**src/rtl/usb_fifo_pkg.sv**
```systemverilog
// Shared definitions for the USB hub packet/byte FIFO slice.
package usb_fifo_pkg;

  localparam int DEF_WIDTH = 32'd8;
  localparam int DEF_DEPTH = 32'd16;

  // Read-mode encodings for the FWFT parameter
  localparam int FIFO_STD  = 32'd0;
  localparam int FIFO_FWFT = 32'd1;

  // Ceiling log2, usable in constant expressions (clog2(1) = 0)
  function automatic int clog2(input int value);
    int result;
    result = 32'd0;
    for (int i = 0; i < 31; i++) begin
      if ((32'd1 << i) < value) begin
        result = i + 32'd1;
      end else begin
        result = result;
      end
    end
    return result;
  endfunction

endpackage

```
**src/rtl/sync_fifo_ctrl_if.sv**
```systemverilog
// Handshake/status bundle between the FIFO owner (master) and the FIFO (slave).
interface sync_fifo_ctrl_if #(
  parameter int WIDTH = usb_fifo_pkg::DEF_WIDTH,
  parameter int DEPTH = usb_fifo_pkg::DEF_DEPTH
);
  import usb_fifo_pkg::*;

  localparam int AW = clog2(DEPTH);

  logic             flush;
  logic             wr_en;
  logic [WIDTH-1:0] w_data;
  logic             rd_en;
  logic             clr_err;
  logic [WIDTH-1:0] r_data;
  logic             r_valid;
  logic             flag_full;
  logic             flag_empty;
  logic             almost_full;
  logic             almost_empty;
  logic [AW:0]      level;
  logic             overflow;
  logic             underflow;

  modport master (
    output flush, wr_en, w_data, rd_en, clr_err,
    input  r_data, r_valid, flag_full, flag_empty, almost_full, almost_empty,
           level, overflow, underflow
  );

  modport slave (
    input  flush, wr_en, w_data, rd_en, clr_err,
    output r_data, r_valid, flag_full, flag_empty, almost_full, almost_empty,
           level, overflow, underflow
  );

endinterface

```
**src/rtl/fifo_mem.sv**
```systemverilog
// DEPTH x WIDTH storage: one synchronous write port, one asynchronous read port, no reset.
module fifo_mem
  import usb_fifo_pkg::*;
#(
  parameter int WIDTH = DEF_WIDTH,
  parameter int DEPTH = DEF_DEPTH,
  parameter int AW    = clog2(DEPTH)
)(
  input  logic             clk,
  input  logic             we,
  input  logic [AW-1:0]    waddr,
  input  logic [WIDTH-1:0] wdata,
  input  logic [AW-1:0]    raddr,
  output logic [WIDTH-1:0] rdata
);

  logic [WIDTH-1:0] mem_r [DEPTH];

  // Capture accepted write data; contents deliberately survive reset
  always_ff @(posedge clk) begin
    if (we) begin
      mem_r[waddr] <= wdata;
    end
  end

  assign rdata = mem_r[raddr];

endmodule

```
**src/rtl/sync_fifo_ctrl.sv**
```systemverilog
// Synchronous FIFO controller: pointers, occupancy, flags, read mode and sticky errors.
module sync_fifo_ctrl
  import usb_fifo_pkg::*;
#(
  parameter int WIDTH     = DEF_WIDTH,
  parameter int DEPTH     = DEF_DEPTH,
  parameter int AF_THRESH = 32'd12,
  parameter int AE_THRESH = 32'd2,
  parameter int FWFT      = FIFO_STD
)(
  input logic             clk,
  input logic             rst_n,
  sync_fifo_ctrl_if.slave bus
);

  localparam int AW = clog2(DEPTH);

  localparam logic [AW:0]   LVL_ZERO = (AW+1)'(32'd0);
  localparam logic [AW:0]   LVL_ONE  = (AW+1)'(32'd1);
  localparam logic [AW:0]   LVL_FULL = (AW+1)'(DEPTH);
  localparam logic [AW:0]   LVL_AF   = (AW+1)'(AF_THRESH);
  localparam logic [AW:0]   LVL_AE   = (AW+1)'(AE_THRESH);
  localparam logic [AW-1:0] PTR_ZERO = AW'(32'd0);
  localparam logic [AW-1:0] PTR_ONE  = AW'(32'd1);

  logic [AW-1:0]    wr_ptr_r;
  logic [AW-1:0]    rd_ptr_r;
  logic [AW:0]      level_r;
  logic             overflow_r;
  logic             underflow_r;

  logic             full_s;
  logic             empty_s;
  logic             rd_acc_s;
  logic             wr_acc_s;
  logic             mem_we_s;
  logic             ovf_set_s;
  logic             udf_set_s;
  logic [WIDTH-1:0] head_s;

  // Flags decode only the registered level, so they cannot glitch
  assign full_s  = (level_r == LVL_FULL);
  assign empty_s = (level_r == LVL_ZERO);

  // Accept/reject decisions; flush suppresses storage writes and error capture
  always_comb begin
    rd_acc_s  = bus.rd_en & ~empty_s;
    wr_acc_s  = bus.wr_en & (~full_s | rd_acc_s);
    mem_we_s  = wr_acc_s & ~bus.flush;
    ovf_set_s = bus.wr_en & ~wr_acc_s & ~bus.flush;
    udf_set_s = bus.rd_en & empty_s & ~bus.flush;
  end

  fifo_mem #(
    .WIDTH (WIDTH),
    .DEPTH (DEPTH),
    .AW    (AW)
  ) u_mem (
    .clk   (clk),
    .we    (mem_we_s),
    .waddr (wr_ptr_r),
    .wdata (bus.w_data),
    .raddr (rd_ptr_r),
    .rdata (head_s)
  );

  // Pointer and occupancy bookkeeping; flush outranks any same-cycle request
  always_ff @(posedge clk or negedge rst_n) begin
    if (!rst_n) begin
      wr_ptr_r <= PTR_ZERO;
      rd_ptr_r <= PTR_ZERO;
      level_r  <= LVL_ZERO;
    end else if (bus.flush) begin
      wr_ptr_r <= PTR_ZERO;
      rd_ptr_r <= PTR_ZERO;
      level_r  <= LVL_ZERO;
    end else begin
      if (wr_acc_s) begin
        wr_ptr_r <= wr_ptr_r + PTR_ONE;
      end
      if (rd_acc_s) begin
        rd_ptr_r <= rd_ptr_r + PTR_ONE;
      end
      case ({wr_acc_s, rd_acc_s})
        2'b10:   level_r <= level_r + LVL_ONE;
        2'b01:   level_r <= level_r - LVL_ONE;
        default: level_r <= level_r;
      endcase
    end
  end

  // Sticky error flags; a new error in the clearing cycle wins over clr_err
  always_ff @(posedge clk or negedge rst_n) begin
    if (!rst_n) begin
      overflow_r  <= 1'b0;
      underflow_r <= 1'b0;
    end else begin
      overflow_r  <= ovf_set_s | (overflow_r  & ~bus.clr_err);
      underflow_r <= udf_set_s | (underflow_r & ~bus.clr_err);
    end
  end

  generate
    if (FWFT == FIFO_FWFT) begin : g_fwft
      // Head entry shown directly; blanked while empty so reset reads as zero
      assign bus.r_data  = empty_s ? {WIDTH{1'b0}} : head_s;
      assign bus.r_valid = ~empty_s;
    end else begin : g_std
      logic [WIDTH-1:0] r_data_r;
      logic             r_valid_r;

      // Registered pop: data lands one cycle after rd_en, valid pulses once
      always_ff @(posedge clk or negedge rst_n) begin
        if (!rst_n) begin
          r_data_r  <= {WIDTH{1'b0}};
          r_valid_r <= 1'b0;
        end else if (bus.flush) begin
          r_data_r  <= r_data_r;
          r_valid_r <= 1'b0;
        end else if (rd_acc_s) begin
          r_data_r  <= head_s;
          r_valid_r <= 1'b1;
        end else begin
          r_data_r  <= r_data_r;
          r_valid_r <= 1'b0;
        end
      end

      assign bus.r_data  = r_data_r;
      assign bus.r_valid = r_valid_r;
    end
  endgenerate

  assign bus.flag_full    = full_s;
  assign bus.flag_empty   = empty_s;
  assign bus.almost_full  = (level_r >= LVL_AF);
  assign bus.almost_empty = (level_r <= LVL_AE);
  assign bus.level        = level_r;
  assign bus.overflow     = overflow_r;
  assign bus.underflow    = underflow_r;

endmodule

```
**src/flat_wrapper.sv**
```systemverilog
// flat-port wrapper written by rule: the top's interface ports become plain ports
module sync_fifo_ctrl_flat import usb_fifo_pkg::*;
#(
  parameter int WIDTH     = DEF_WIDTH,
  parameter int DEPTH     = DEF_DEPTH,
  parameter int AF_THRESH = 32'd12,
  parameter int AE_THRESH = 32'd2,
  parameter int FWFT      = FIFO_STD
)
  (clk, rst_n, bus_flush, bus_wr_en, bus_w_data, bus_rd_en, bus_clr_err, bus_r_data, bus_r_valid, bus_flag_full, bus_flag_empty, bus_almost_full, bus_almost_empty, bus_level, bus_overflow, bus_underflow);
  sync_fifo_ctrl_if #(.WIDTH(WIDTH), .DEPTH(DEPTH)) bus_i ();
  input logic clk;
  input logic rst_n;
  input wire logic [$bits(bus_i.flush)-1:0] bus_flush;
  input wire logic [$bits(bus_i.wr_en)-1:0] bus_wr_en;
  input wire logic [$bits(bus_i.w_data)-1:0] bus_w_data;
  input wire logic [$bits(bus_i.rd_en)-1:0] bus_rd_en;
  input wire logic [$bits(bus_i.clr_err)-1:0] bus_clr_err;
  output wire logic [$bits(bus_i.r_data)-1:0] bus_r_data;
  output wire logic [$bits(bus_i.r_valid)-1:0] bus_r_valid;
  output wire logic [$bits(bus_i.flag_full)-1:0] bus_flag_full;
  output wire logic [$bits(bus_i.flag_empty)-1:0] bus_flag_empty;
  output wire logic [$bits(bus_i.almost_full)-1:0] bus_almost_full;
  output wire logic [$bits(bus_i.almost_empty)-1:0] bus_almost_empty;
  output wire logic [$bits(bus_i.level)-1:0] bus_level;
  output wire logic [$bits(bus_i.overflow)-1:0] bus_overflow;
  output wire logic [$bits(bus_i.underflow)-1:0] bus_underflow;
  assign bus_i.flush = bus_flush;
  assign bus_i.wr_en = bus_wr_en;
  assign bus_i.w_data = bus_w_data;
  assign bus_i.rd_en = bus_rd_en;
  assign bus_i.clr_err = bus_clr_err;
  assign bus_r_data = bus_i.r_data;
  assign bus_r_valid = bus_i.r_valid;
  assign bus_flag_full = bus_i.flag_full;
  assign bus_flag_empty = bus_i.flag_empty;
  assign bus_almost_full = bus_i.almost_full;
  assign bus_almost_empty = bus_i.almost_empty;
  assign bus_level = bus_i.level;
  assign bus_overflow = bus_i.overflow;
  assign bus_underflow = bus_i.underflow;
  sync_fifo_ctrl #(.WIDTH(WIDTH), .DEPTH(DEPTH), .AF_THRESH(AF_THRESH), .AE_THRESH(AE_THRESH), .FWFT(FWFT)) u_core (.clk(clk), .rst_n(rst_n), .bus(bus_i));
endmodule
```
**config.mk**
```make
export PLATFORM = sky130hd
export DESIGN_NAME = sync_fifo_ctrl_flat
export DESIGN_NICKNAME = d
export VERILOG_FILES = /design/src/rtl/usb_fifo_pkg.sv /design/src/rtl/sync_fifo_ctrl_if.sv /design/src/rtl/fifo_mem.sv /design/src/rtl/sync_fifo_ctrl.sv /design/src/flat_wrapper.sv
export SDC_FILE = /design/constraint.sdc
export NUM_CORES = 1
export LEC_CHECK = 0
export CAP_MARGIN = 20
export CORE_UTILIZATION = 45
export CTS_BUF_LIST = sky130_fd_sc_hd__clkbuf_4 sky130_fd_sc_hd__clkbuf_8
export DETAILED_ROUTE_END_ITERATION = 7
export HOLD_SLACK_MARGIN = 0.02
export PLACE_DENSITY = 0.68
export SYNTH_ARGS = -nofsm -noshare
export SYNTH_HDL_FRONTEND = slang
export SYNTH_SLANG_ARGS = --single-unit
```
**constraint.sdc**
```tcl
create_clock -name clk -period 5.2 [get_ports clk]
set_input_delay 1.04 -clock clk [delete_from_list [all_inputs] [get_ports clk]]
set_output_delay 1.04 -clock clk [all_outputs]
set_load 0.05 [all_outputs]
```
==> results of run 1 <==
## layout make-up
class                           count  share of cell area [%]
Timing Repair Buffer               41                   5.691
Multi-Input combinational cell    169                   24.28
Clock inverter                      7                   1.128
Sequential cell                   152                   61.65
Tap cell                          180                   3.123
Clock buffer                       21                   3.661
Inverter                            9                  0.4685
## metrics by stage
step	utilization (%)	worst slack (ps)	hold WS, ps
2_1_floorplan	-	879.7	555.7
3_3_place_gp	49.45	1235	503.6
3_5_place_dp	49.45	1114	522.3
4_1_cts	51.95	1597	541.2
5_1_grt	52.15	1361	581.8
6_report	52.15	1535	536.5
## sequential cells by signal, indices dropped and copies added, names as in the netlist
name,flops
u_core.bus.level,5
u_core.bus.overflow,1
u_core.bus.r_valid,1
u_core.rd_ptr_r,4
u_core.bus.underflow,1
u_core.wr_ptr_r,4
u_core.bus.r_data,8
u_core.u_mem.mem_r,128
## cell usage in the layout (no fill, tap or decap), drive strengths merged, types with 2 or more instances in the layout
cell	synthesis	layout
edfxtp	128	128
clkdlybuf4s50	0	33
mux4	32	32
nor2	29	29
dfrtp	24	24
clkbuf	7	21
o22ai	16	16
a21oi	12	12
mux2	12	12
nand2b	10	10
inv	9	9
nand2	9	9
ha	8	8
buf	11	8
mux2i	5	5
xor2	5	5
clkinv	0	5
nor3	4	4
o211ai	4	4
o32ai	2	2
a211o	2	2
xnor2	2	2
a31oi	2	2
and3	2	2
bufinv	0	2
o21ai	2	2
## power breakdown
| group | internal (mW) | switching [mW] |
|---|---|---|
| registers | 1.39 | 0.0814 |
| clock network | 0.430 | 0.389 |
| logic | 0.362 | 0.589 |
## critical path, cell delays in order
cell	delay, ps
clkdlybuf4s50_1	600
nand2b_1	270
a21oi_1	440
inv_1	120
fa_1	410
nand2b_1	160
a21oi_1	330
mux2_2	390
a221oi_1	250
## final timing paths
kind                                         to  slack, ps  cells after the start
setup / recovery            u_core.bus.level[4]       1530                      9
hold / removal             u_core.bus.underflow        540                      2
setup reg to reg            u_core.bus.level[4]       2190                      8
hold reg to reg            u_core.bus.underflow        540                      2
max in group asynchronous    u_core.rd_ptr_r[1]       3830                      2
min in group asynchronous  u_core.bus.underflow        910                      1
## logic make-up after synthesis
| kind of cell | after synthesis | synth area share, % |
|---|---|---|
| AOI/OAI and AO/OA | 44 | 4.830 |
| xor gates and xnor gates | 7 | 0.9659 |
| adders and majority gates | 9 | 1.892 |
| buffers and inverters | 27 | 2.405 |
| DFF | 152 | 70.02 |
| muxes | 49 | 15.22 |
| and+or+nand+nor | 60 | 4.672 |
## per-layer routing
metal / wire, um / part of all wire [%] / up-vias / GRT usage (%)
met2: 6081 / 49 / 105 / 29.20
met5: 0 / 0 / - / 0
li1: - / - / 1477 / -
met4: 142 / 1.1 / 0 / 7.639
met3: 916 / 7.4 / 10 / 4.717
met1: 5241 / 42 / 1633 / 25.51
==> results.yml, run 1 <==
finish:
  multiInputGateArea_sq_um: 1750
  final_area_sq_um: 7211
  fin_nets: 413
  nFillCells: 1085
  diodes: 0
  fin_cells: 579
  drive_gt1_share_pct: 16.79
  synthToLayoutAreaGrowth_pct: 13.60
  seq_area_sq_um: 4446
sta:
  clock_skew_ps: 13.91
  period_needed_ps: 3665
  tightest_slew_ps: 837.0
  fin_crit_sh_pct: 70.48
  max_slew_margin_pct: 43.99
  final_hold_viol_count: 0
  rsz0062_at_grt: "no"
  clock.fmax_mhz: 272.9
  maxSlewViolCount: 0
  setup_tns_ps: 0
  setup_violations: 0
placed_design:
  dp_hpwl_um: 8010
  placed_area_sq_um: 6838
  placed_cells: 550
  numPortBuffers: 33
  place_congestion: 0.8000
yosys:
  synth_cell_types: 44
  synthCells: 348
  synth_top_area_cell: "edfxtp_1"
  synth_edf_count: 128
  synthArstFlopShare_pct: 15.79
  synth_ff_type: "edfxtp_1"
  avgSynthCellArea_sq_um: 18.24
  synthTopCellsByArea: "edfxtp_1 (61%), dfrtp_1 (9.5%), mux4_1 (6.6%)"
  syn-num-nets: 371
  synth_area_sq_um: 6347
  yosys-top-cells-count: "edfxtp_1 (128), nor2_1 (29), dfrtp_1 (24)"
  yosysMostFrequentCell: "edfxtp_1"
  ys.warnings.count: 0
  yosysSeqAreaShare_pct: 70.02
  ys_seq_elements: 152
  synth_top_area_share_pct: 60.56
die:
  initial_core_util_pct: 45.91
  floorplan.rows: 43
  core_area_sq_um: 13830
  boundaryPins: 34
  dieHeight_um: 120.8
  die_area_sq_um: 14580
  die_w_um: 120.8
drt:
  avgViaCountPerCell: 5.570
  dr.pass1.iters: 5
  num_vias: 3225
  drtIter0Drc: 255
  avgRoutedWirePerCell_um: 21.38
  drcViolationCount: 0
  ant_nets: 0
  drt_wl_total_um: 12380
global_route:
  grt-ovfl-total: 0
  antenna_found_initial: 0
  grt_use_total_pct: 18.81
  grt_max_degree: 36
  grt_pass1_wl_um: 19270
  grt_pass1_vias: 3339
clock_tree:
  post_cts_resized: 0
  clockRootBuffer: "clkbuf_8"
  clk_pin_slew_ps: 80
  post_cts_buffers: 0
  cts_max_level: 4
  clk_path_buf_depth: 2
  cts_tree: "built"
  ctsHoldBuffers: 0
  clock-sinks: 152
  cts_buffers: 17
  worstSkewPairLatency_ps: 440
setup_path:
  path_class: "input pin to register"
  setup.worst_path.end_class: "register"
  cp-start-kind: "input pin"
  cp.required_ps: 5550
  r2r-start: "u_core.bus.level[4]"
  worst-path-max-fanout: 9
  crit_arrival_ps: 4010
  crit_path_start: "bus_wr_en"
min_path:
  min_path_type: "register to register"
  hold_start: "u_core.bus.underflow"
power_and_ir_drop:
  vdd_drop_max_mv: 0.1784
  power_leakage_nw: 2.406
  power_density_nw_per_um2: 450.0
  total_power_mw: 3.245
flow_run:
  max_cap_violations: 0
status:
  status: "complete, no violations"
(Power assumes the default switching activity.)
==> run 2, diff against run 1 <==
- clock period: 5.2 -> 3.5 ns (I/O delays scaled with it)
==> results.yml, run 2 (synthesized netlist as in run 1, its figures left out) <==
status:
  status: "complete, no violations"
finish:
  layout_common_cells: "edfxtp_1 (128), clkdlybuf4s50_1 (33), nor2_1 (29), buf_4 (23), dfrtp_1 (23)"
  mostFrequentLayoutCell: "edfxtp_1"
  fin_nets: 428
  fin_util_pct: 52.99
  largest_register: "u_core.u_mem.mem_r"
  drive_gt1_share_pct: 21.05
  synthToLayoutAreaGrowth_pct: 15.43
  largest_reg_flops: 128
  diodes: 0
power_and_ir_drop:
  internal_power_mw: 3.185
  seqPwrFrac_pct: 45.3
  p_sw_mw: 1.652
  vdd_drop_max_mv: 0.3229
  power_density_nw_per_um2: 660.1
  power_leakage_nw: 2.479
  p_sw_share_pct: 34.15
  clock_power_share_pct: 25.3
  combPwrFrac_pct: 29.4
placed_design:
  dp_hpwl_um: 7767
  numPortBuffers: 33
  place_congestion: 0.7940
  place_ws_ps: 332.0
flow_run:
  max_cap_violations: 0
drt:
  avgRoutedWirePerCell_um: 20.47
  num_vias: 3291
  drtIter0Drc: 253
  ant_nets: 0
  drt_wl_total_um: 12240
  avgViaCountPerCell: 5.503
  dr.pass1.iters: 4
  drcViolationCount: 0
sta:
  period_needed_ps: 3226
  clock_skew_ps: 8.804
  final_hold_viol_count: 0
  maxSlewViolCount: 0
  tightest_slew_ps: 811.3
  clock.fmax_mhz: 310.0
  rsz0062_at_grt: "no"
  setup_tns_ps: 0
  setup_slack_ps: 274.0
  setup_violations: 0
  fin_crit_sh_pct: 92.17
  max_slew_margin_pct: 45.92
die:
  boundaryPins: 34
  initial_core_util_pct: 45.91
  floorplan.rows: 43
  core_area_sq_um: 13830
  dieHeight_um: 120.8
  die_w_um: 120.8
  die_area_sq_um: 14580
clock_tree:
  ctsHoldBuffers: 0
  cts_tree: "built"
  cts_max_level: 4
  clk_path_buf_depth: 2
  worstSkewPairLatency_ps: 450
  clk_pin_slew_ps: 80
  clock-sinks: 152
  clockRootBuffer: "clkbuf_8"
  post_cts_buffers: 0
  cts_buffers: 17
  post_cts_resized: 0
global_route:
  antenna_found_initial: 1
  grt_pass1_wl_um: 19090
  grt_use_total_pct: 18.54
  grt_pass1_vias: 3416
  grt_max_degree: 36
  grt-ovfl-total: 0
setup_path:
  cp.required_ps: 2800
  path_class: "register to output port"
  cp-start-kind: "register"
  setup.worst_path.end_class: "output port"
  worst-path-max-fanout: 12
  crit_arrival_ps: 2530
min_path:
  min_path_type: "register to register"
## run 2: worst paths after layout
path,from,to,slack [ps],cells past startpoint
setup reg to reg,u_core.bus.level[1],u_core.bus.level[4],700,8
hold reg to reg,u_core.bus.underflow,u_core.bus.underflow,530,2
setup / recovery,u_core.bus.level[1],bus_flag_full,270,3
hold / removal,u_core.bus.underflow,u_core.bus.underflow,530,2
max in group asynchronous,rst_n,u_core.rd_ptr_r[1],2580,2
min in group asynchronous,rst_n,u_core.bus.level[1],630,2
## run 2: power groups by stage
stage	clock network (mW)	logic (mW)	registers [mW]
3_3_place_gp	0	1.41	2.23
6_report	1.23	1.42	2.19
5_1_grt	1.33	1.53	2.21
2_1_floorplan	0	0.800	2.45
4_1_cts	1.26	1.43	2.19
3_5_place_dp	0	1.43	2.23
## run 2: routing by layer
layer	global-route usage, %	share of wire (%)	up-vias
li1	-	-	1505
met1	23.73	43	1694
met2	29.89	51	74
met3	5.283	4.9	16
met4	7.407	1.7	2
met5	0	0.090	-
## run 2: layout make-up
type                       instances  area, sq um
tap                              180        225.2
timing repair buffer              56        503.0
fill                            1101         6500
multi-input combinational        169         1752
clock inverter                    14        126.4
inverter                           9        33.78
sequential                       152         4446
clock buffer                      18        241.5
## run 2: worst max-delay path: stages, from the launching register on
cell	delay, ps
dfrtp_1	470
or4_4	660
nor2_1	130
clkdlybuf4s50_1	810
## run 2: stage by stage
| stage | power [mW] | hold WS [ps] | area, sq um | instances |
|---|---|---|---|---|
| finish | 4.837 | 531.0 | 7327 | 598 |
| global route | 5.061 | 553.7 | 7327 | 598 |
| CTS | 4.883 | 531.7 | 7327 | 598 |
| detailed placement | 3.658 | 512.9 | 6959 | 566 |
| global placement | 3.639 | 506.3 | 6959 | 566 |
| floorplan | 3.255 | 404.4 | 6349 | 348 |
==> run 3, diff against run 2 <==
- CORE_UTILIZATION: 45 -> 62
- PLACE_DENSITY: 0.68 -> 0.87
==> results.yml, run 3 (synthesized netlist as in run 1, its figures left out) <==
die:
  boundaryPins: 34
  floorplan.rows: 36
  die_w_um: 103.2
  dieHeight_um: 103.2
  initial_core_util_pct: 64.35
  die_area_sq_um: 10650
  core_area_sq_um: 9864
global_route:
  grt_pass1_vias: 3443
  grt_pass1_wl_um: 18850
  grt-ovfl-total: 0
  antenna_found_initial: 0
  grt_use_total_pct: 25.98
  grt_max_degree: 34
power_and_ir_drop:
  total_power_mw: 4.953
  vdd_drop_max_mv: 0.5245
  power_density_nw_per_um2: 678.1
  power_leakage_nw: 2.504
setup_path:
  cp.required_ps: 2800
  cp_slowest_cell: "clkdlybuf4s50_1"
  path_cells: "or4_4 -> nor2_1 -> clkdlybuf4s50_1"
  crit_arrival_ps: 2500
  cpPeakStageDelay_ps: 810
  path_class: "register to output port"
  setup.worst_path.end_class: "output port"
  cp-start-kind: "register"
  worst-path-max-fanout: 12
sta:
  clock_skew_ps: 16.66
  final_hold_viol_count: 0
  setup_slack_ps: 303.7
  max_slew_margin_pct: 39.86
  clock.fmax_mhz: 312.9
  maxSlewViolCount: 0
  rsz0062_at_grt: "no"
  period_needed_ps: 3196
  setup_violations: 0
  setup_tns_ps: 0
  fin_crit_sh_pct: 91.32
  whs_ps: 533.2
  tightest_slew_ps: 902.2
finish:
  layout_common_cells: "edfxtp_1 (128), clkdlybuf4s50_1 (33), nor2_1 (29), buf_4 (24), dfrtp_1 (23)"
  largest_register: "u_core.u_mem.mem_r"
  synthToLayoutAreaGrowth_pct: 15.08
  largest_reg_flops: 128
  nFillCells: 558
  drive_gt1_share_pct: 21.05
  fin_nets: 429
  diodes: 0
  mostFrequentLayoutCell: "edfxtp_1"
placed_design:
  place_ws_ps: 315.6
  place_congestion: 0.8909
  dp_hpwl_um: 8004
  numPortBuffers: 33
clock_tree:
  cts_max_level: 4
  cts_tree: "built"
  post_cts_resized: 0
  clk_pin_slew_ps: 90
  post_cts_buffers: 0
  clk_path_buf_depth: 2
  cts_buffers: 17
  worstSkewPairLatency_ps: 440
  clock-sinks: 152
  ctsHoldBuffers: 0
  clockRootBuffer: "clkbuf_8"
drt:
  drt_wl_total_um: 12350
  ant_nets: 0
  drtIter0Drc: 306
  drcViolationCount: 0
  avgViaCountPerCell: 6.172
  dr.pass1.iters: 4
  avgRoutedWirePerCell_um: 22.42
  num_vias: 3401
min_path:
  min_path_type: "register to register"
flow_run:
  max_cap_violations: 0
status:
  status: "complete, no violations"
[run 3: changes by cell type in the layout (fill, tap and decap cells not counted)]
cell,previous run,this run
inv_6,2,5
clkinv_2,3,1
clkinv_4,3,1
clkinvlp_4,3,1
inv_8,1,3
buf_4,23,24
bufinv_16,1,2
clkbuf_4,1,0
[run 3: where the power goes]
| group | switching (mW) | internal [mW] |
|---|---|---|
| clock | 0.683 | 0.652 |
| combinational | 0.846 | 0.549 |
| sequential | 0.157 | 2.07 |
[run 3: layer usage]
layer | wire length, um | vias up | GRT usage (%)
li1 | - | 1508 | -
met1 | 4792 | 1706 | 35.07
met2 | 6269 | 159 | 40.82
met3 | 961 | 28 | 5.914
met4 | 328 | 0 | 12.57
met5 | 0 | - | 0
[run 3: through the flow]
step | cell area, sq um | utilization, % | cells
floorplan | 6349 | - | 348
global placement | 6908 | 70.03 | 520
detailed placement | 6908 | 70.03 | 520
CTS | 7305 | 74.05 | 551
global route | 7305 | 74.05 | 551
finish | 7305 | 74.05 | 551
[run 3: area by class of cell]
| class | instances | area (sq um) | area share (%) |
|---|---|---|---|
| Clock buffer | 17 | 234.0 | 3.203 |
| Multi-Input combinational cell | 169 | 1752 | 23.98 |
| Sequential cell | 152 | 4446 | 60.86 |
| Tap cell | 133 | 166.4 | 2.278 |
| Clock inverter | 14 | 162.7 | 2.227 |
| Inverter | 9 | 33.78 | 0.4625 |
| Timing Repair Buffer | 57 | 510.5 | 6.989 |
[run 3: path summary, 6_finish.rpt]
check / startpoint / end / slack [ps] / cells after the start
max: u_core.bus.level[1] / bus_flag_empty / 300 / 3
min: u_core.bus.underflow / u_core.bus.underflow / 530 / 2
max reg2reg: u_core.bus.level[0] / u_core.bus.level[4] / 710 / 8
min reg2reg: u_core.bus.underflow / u_core.bus.underflow / 530 / 2
max in group asynchronous: rst_n / u_core.rd_ptr_r[1] / 2620 / 2
min in group asynchronous: rst_n / u_core.bus.level[0] / 620 / 2
[run 3: worst max-delay path, delay by kind of cell (launching register included)]
kind	cells	cell delay, ps
buf+inv	1	810
flops	1	470
simple gates	2	780
